$ cat src/rtl/mem_bus_arbiter.sv
// mem_bus_arbiter
// Shares the single memory port (MAR/MDR, EN/RW strobes, MFC handshake)
// between the instruction-fetch requester (f_*) and the execute-phase
// load/store requester (e_*). Each granted transfer runs through
// IDLE -> GRANT (address/MDR setup) -> ACCESS (EN high, wait for MFC) -> DONE
// (one-cycle done pulse to the winner). Simultaneous requests are settled
// round-robin: the requester that was not served last wins.
//
// Ports:
//   clk, rst            clock; synchronous active-low reset
//   f_req, f_addr       fetch read request (level) and address
//   f_done, f_rdata     fetch completion pulse and captured read data
//   e_req, e_rw         execute request (level), 1=read 0=write
//   e_addr, e_wdata     execute address and write data
//   e_done, e_rdata     execute completion pulse and captured read data
//   mem_en, mem_rw      memory strobes EN and RW
//   mem_addr, mem_wdata registered MAR and MDR
//   mem_rdata, MFC      memory read data and function-complete handshake
//   grant_f, grant_e    bus ownership, high from GRANT through DONE
//   busy                high whenever the arbiter is not idle
//   timeout_err         (MFC_TIMEOUT_EN only) pulses with done when MFC never came
//
// Build option: define MFC_TIMEOUT_EN to bound the MFC wait to TIMEOUT
// ACCESS cycles. Without it, ACCESS waits indefinitely for MFC.
// All outputs are registered and change only with the state register.

module mem_bus_arbiter #(
  parameter int ADDR_W  = 16,
  parameter int DATA_W  = 16,
  parameter int TIMEOUT = 15
) (
  input  logic              clk,
  input  logic              rst,
  input  logic              f_req,
  input  logic [ADDR_W-1:0] f_addr,
  output logic              f_done,
  output logic [DATA_W-1:0] f_rdata,
  input  logic              e_req,
  input  logic              e_rw,
  input  logic [ADDR_W-1:0] e_addr,
  input  logic [DATA_W-1:0] e_wdata,
  output logic              e_done,
  output logic [DATA_W-1:0] e_rdata,
  output logic              mem_en,
  output logic              mem_rw,
  output logic [ADDR_W-1:0] mem_addr,
  output logic [DATA_W-1:0] mem_wdata,
  input  logic [DATA_W-1:0] mem_rdata,
  input  logic              MFC,
  output logic              grant_f,
  output logic              grant_e,
  output logic              busy
`ifdef MFC_TIMEOUT_EN
  ,
  output logic              timeout_err
`endif
);

  typedef enum logic [1:0] {
    IDLE   = 2'd0,
    GRANT  = 2'd1,
    ACCESS = 2'd2,
    DONE   = 2'd3
  } state_t;

  state_t state;
  logic   owner_e;  // current transfer belongs to execute
  logic   last_e;   // execute was the last requester served

`ifdef MFC_TIMEOUT_EN
  localparam int CNT_W = $clog2(TIMEOUT + 1);
  logic [CNT_W-1:0] wait_cnt;
`endif

  always_ff @(posedge clk) begin
    if (!rst) begin
      state     <= IDLE;
      owner_e   <= 1'b0;
      last_e    <= 1'b1;  // fetch wins the first tie after reset
      mem_en    <= 1'b0;
      mem_rw    <= 1'b0;
      mem_addr  <= '0;
      mem_wdata <= '0;
      f_rdata   <= '0;
      e_rdata   <= '0;
      f_done    <= 1'b0;
      e_done    <= 1'b0;
      grant_f   <= 1'b0;
      grant_e   <= 1'b0;
      busy      <= 1'b0;
`ifdef MFC_TIMEOUT_EN
      wait_cnt    <= '0;
      timeout_err <= 1'b0;
`endif
    end else begin
      // Done and timeout pulses last exactly one cycle.
      f_done <= 1'b0;
      e_done <= 1'b0;
`ifdef MFC_TIMEOUT_EN
      timeout_err <= 1'b0;
`endif
      case (state)
        IDLE: begin
          if (f_req || e_req) begin
            state <= GRANT;
            busy  <= 1'b1;
            // Fetch wins when alone, or on a tie if execute went last.
            if (f_req && (!e_req || last_e)) begin
              owner_e  <= 1'b0;
              grant_f  <= 1'b1;
              mem_addr <= f_addr;
              mem_rw   <= 1'b1;
            end else begin
              owner_e   <= 1'b1;
              grant_e   <= 1'b1;
              mem_addr  <= e_addr;
              mem_rw    <= e_rw;
              mem_wdata <= e_wdata;
            end
          end
        end

        GRANT: begin
          state  <= ACCESS;
          mem_en <= 1'b1;
`ifdef MFC_TIMEOUT_EN
          wait_cnt <= '0;
`endif
        end

        ACCESS: begin
          if (MFC) begin
            state  <= DONE;
            mem_en <= 1'b0;
            f_done <= !owner_e;
            e_done <= owner_e;
            if (mem_rw) begin
              if (owner_e) e_rdata <= mem_rdata;
              else         f_rdata <= mem_rdata;
            end
          end
`ifdef MFC_TIMEOUT_EN
          // This is the TIMEOUT-th MFC-low cycle: give up without capturing data.
          else if (wait_cnt == CNT_W'(TIMEOUT - 1)) begin
            state       <= DONE;
            mem_en      <= 1'b0;
            f_done      <= !owner_e;
            e_done      <= owner_e;
            timeout_err <= 1'b1;
          end else begin
            wait_cnt <= wait_cnt + 1'b1;
          end
`endif
        end

        DONE: begin
          state   <= IDLE;
          grant_f <= 1'b0;
          grant_e <= 1'b0;
          busy    <= 1'b0;
          last_e  <= owner_e;
        end

        default: state <= IDLE;
      endcase
    end
  end

endmodule

$ cat config.mk
export PLATFORM = sky130hd
export DESIGN_NAME = mem_bus_arbiter
export DESIGN_NICKNAME = d
export VERILOG_FILES = /design/src/rtl/mem_bus_arbiter.sv
export SDC_FILE = /design/constraint.sdc
export NUM_CORES = 1
export LEC_CHECK = 0
export ABC_AREA = 1
export BUFFER_PORTS_ARGS = -buffer_cell sky130_fd_sc_hd__buf_4
export CAP_MARGIN = 15
export CORE_MARGIN = 2
export CORE_UTILIZATION = 41
export CTS_BUF_LIST = sky130_fd_sc_hd__clkbuf_4 sky130_fd_sc_hd__clkbuf_8
export CTS_CLUSTER_DIAMETER = 120
export CTS_CLUSTER_SIZE = 20
export DETAILED_ROUTE_END_ITERATION = 12
export GPL_ROUTABILITY_DRIVEN = 0
export PLACE_DENSITY = 0.73
export SKIP_LAST_GASP = 1
export SYNTH_ARGS = -nofsm -noshare
export SYNTH_HDL_FRONTEND = slang
export SYNTH_SLANG_ARGS = --single-unit
$ cat constraint.sdc
create_clock -name clk -period 1.4 [get_ports clk]
set_input_delay 0.21 -clock clk [delete_from_list [all_inputs] [get_ports clk]]
set_output_delay 0.21 -clock clk [all_outputs]
set_load 0.03 [all_outputs]
==> results.tsv <==
stage	metric	value	unit
die	die height	89.4	um
timing	Fin. Hold Viols	0	
synth	top post-synthesis cells by area	dfxtp_1 (50%), nor2_1 (14%), o21ai_0 (8.5%), nand3_1 (5.7%), nand2_1 (5.3%)	
die	Die ar.	7990	um2
synth	Synth Cell Area	2990	um2
placed_design	IO Port Bufs	140	
clock_network	CTS tree	yes	
grt	gr ovfl total	0	
placed_design	pre-CTS setup slack	-0.0849	ns
die	Site Rows	31	
power_and_ir_drop	pwr/cell area	1690	nW/um2
detailed_routing	Final ANT Viol Nets	0	
detailed_routing	vias after detailed routing	3160	
clock_network	CTS Hold Buffers Added	0	
die	chip width	89.4	um
timing	Slew @ Worst Pin	0.527	ns
detailed_routing	drt total wl	8590	um
power_and_ir_drop	worst vdd ir	844	uV
synth	Syn Inst Count	400	
timing	final slew viol count	0	
min_path	Hold Crit Class	in2reg	
grt	first-pass GRT wire length	12800	um
timing	part of the cycle the worst path needs	1.03	
timing	clock skew	0.0115	ns
cells_and_area	layout cells sized above 1	0.370	
setup_path	Crit path largest cell delay	0.33	ns
clock_network	Worst-Skew Late Latency	0.35	ns
synth	Mean Syn Cell Area	7.47	um2
setup_path	critical path data arrival time	1.68	ns
grt	largest net degree at the start of global routing	33	
synth	Yosys reg bits	75	
synth	sequential cell area fraction in the yosys report	0.503	
setup_path	Required @ worst endpoint	1.64	ns
flow_run	MaxCap Viol Count	0	
min_path	Hold Path Origin	e_rw	
cells_and_area	Area growth syn-to-layout	53.7	%
timing	Max Fclk	0.694	GHz
setup_path	nature of the critical path endpoint	flop	
clock_network	root buf cell	clkbuf_8	
synth	Cell variety after synth	22	
cells_and_area	fillcell total	632	
setup_path	CP max stage cell	dfxtp_2	
setup_path	CP top delay family	buffers and inverters	
setup_path	CP bufs+invs	3	
grt	GRT Overall Usage	0.204	
detailed_routing	DRC	0	
clock_network	clock buffer count from CTS	9	
timing	min Tclk post-route	1.44	ns
timing	Max transition margin	0.647	
detailed_routing	first-pass iteration count of the detailed router	4	
detailed_routing	Routed WL per cell	13.2	um
cells_and_area	Antenna Diode Count	0	
setup_path	Worst Path Class, Setup	reg2reg	
status	failing checks	setup timing	
clock_network	htree depth	3	
timing	setup violators final	17	
die	# IOs	141	
placed_design	DP HPWL	5850	um
die	Initial Util	0.419	
synth	top cell type's share of synthesized area	0.503	
clock_network	clock slew at reported path FFs	0.08	ns
grt	vias in the first global route	2812	
synth	cell taking the most area after synthesis	dfxtp_1	
detailed_routing	DR vias/cell	4.86	
synth	Mapped Nets	475	
setup_path	kind of start point of the critical path	flop	
grt	initial antenna violation count	0	
setup_path	reg-to-reg startpoint	state[1]	
setup_path	crit path max fanout	8	
power_and_ir_drop	Total Power	7750	uW
cells_and_area	final net count	622	
timing	setup ws final	-0.0414	ns
synth	synth warn	0	
setup_path	CP startpoint	state[1]	
status	status	complete, but fails checks	
clock_network	CTS max path bufs	2	
detailed_routing	Initial DRC Count	83	
die	core area	7140	um2
clock_network	clock net sink count	75	
setup_path	crit-path cells	buf_6, ha_4, nand4_1, clkinvlp_4, clkbuf_16, nor2_2, nor2_1	
timing	RSZ-0062 raised after global routing	true	
power_and_ir_drop	P_leak	0.00221	uW
==> layer usage <==
layer / vias to the layer above / routed length (um) / GRT usage
met5: - / 0 / 0
met4: 0 / 127 / 0.0814
met3: 13 / 757 / 0.0609
met2: 140 / 4060 / 0.328
met1: 1417 / 3650 / 0.255
li1: 1590 / - / -
==> stage by stage <==
| step | hold WS [ns] | cell area, um2 | setup TNS, ns | cells | util |
|---|---|---|---|---|---|
| 6_report | 0.0923 | 4590 | -0.502 | 650 | 0.643 |
| 3_3_place_gp | 0.439 | 4170 | -0.0289 | 628 | 0.584 |
| 4_1_cts | 0.0836 | 4430 | 0 | 645 | 0.621 |
| 5_1_grt | 0.107 | 4590 | -2.25 | 650 | 0.643 |
| 3_5_place_dp | 0.441 | 4170 | -1.91 | 628 | 0.584 |
| 2_1_floorplan | 0.345 | 2990 | 0 | 400 | - |
==> report_power, final <==
part / internal [uW] / switching (uW)
combinational: 1260 / 1930
clock: 1000 / 817
sequential: 2510 / 228
total: 4770 / 2980
==> worst min-delay path: cells and delay by family <==
family / cells / cell delay (ns)
and+or+nand+nor: 2 / 0.11
buffers and inverters: 1 / 0.08
==> cell type report <==
class | instances | area [um2] | area share
Clock buffer | 9 | 124 | 0.0270
Inverter | 31 | 125 | 0.0272
Tap cell | 99 | 124 | 0.0270
Clock inverter | 6 | 90.1 | 0.0196
Sequential cell | 75 | 1500 | 0.328
Timing Repair Buffer | 158 | 1270 | 0.277
Multi-Input combinational cell | 272 | 1360 | 0.295
==> sequential cells by signal (all words and copies together) (netlist names) <==
name	cells
mem_wdata	16
grant_e	1
busy	1
mem_en	1
mem_rw	1
mem_addr	16
e_rdata	16
grant_f	1
state	2
f_rdata	16
e_done	1
owner_e	1
f_done	1
last_e	1
==> cell usage in the layout (no fill, tap or decap), types with 2 or more instances in the layout <==
cell type / instances
buf_4: 147
nor2_1: 90
dfxtp_1: 73
o21ai_0: 46
nand2_1: 42
nand3_1: 34
inv_1: 25
nand4_1: 18
nor2_2: 14
clkbuf_8: 9
o21ai_1: 8
buf_6: 5
a21oi_1: 4
nor2_4: 4
buf_12: 4
inv_2: 3
clkinvlp_4: 3
nor3_1: 3
ha_1: 3
clkinv_2: 2
ha_4: 2
bufinv_16: 2
dfxtp_2: 2
==> cell families after synthesis <==
group | count (synthesis) | synth area share
compound gates | 61 | 0.111
fa+ha+maj | 5 | 0.0209
buf+inv | 53 | 0.0741
flops | 75 | 0.503
simple gates | 206 | 0.292
==> final timing paths <==
kind / to / slack, ns / cells past startpoint
worst max register to register: e_rdata[15] / -0.04 / 7
worst max-delay path: e_rdata[15] / -0.04 / 7
worst min register to register: e_rdata[2] / 0.48 / 2
worst min-delay path: mem_rw / 0.09 / 3
==> what timing repair did <==
item                       CTS  global route
buffers inserted             2             2
setup endpoints to repair   67            64
gates resized for setup      3            41
cloned                       0             3
pin swaps                    0             4
==> cell usage after synthesis (all sizes together) <==
master / number
clkbuf: 11
nor3: 3
clkinv: 1
ha: 5
a21oi: 5
o21ai: 55
inv: 30
nor2: 108
nand2: 43
buf: 11
nand4: 18
dfxtp: 75
nand3: 34
a211oi: 1
Power figures use the tool's default switching activity.
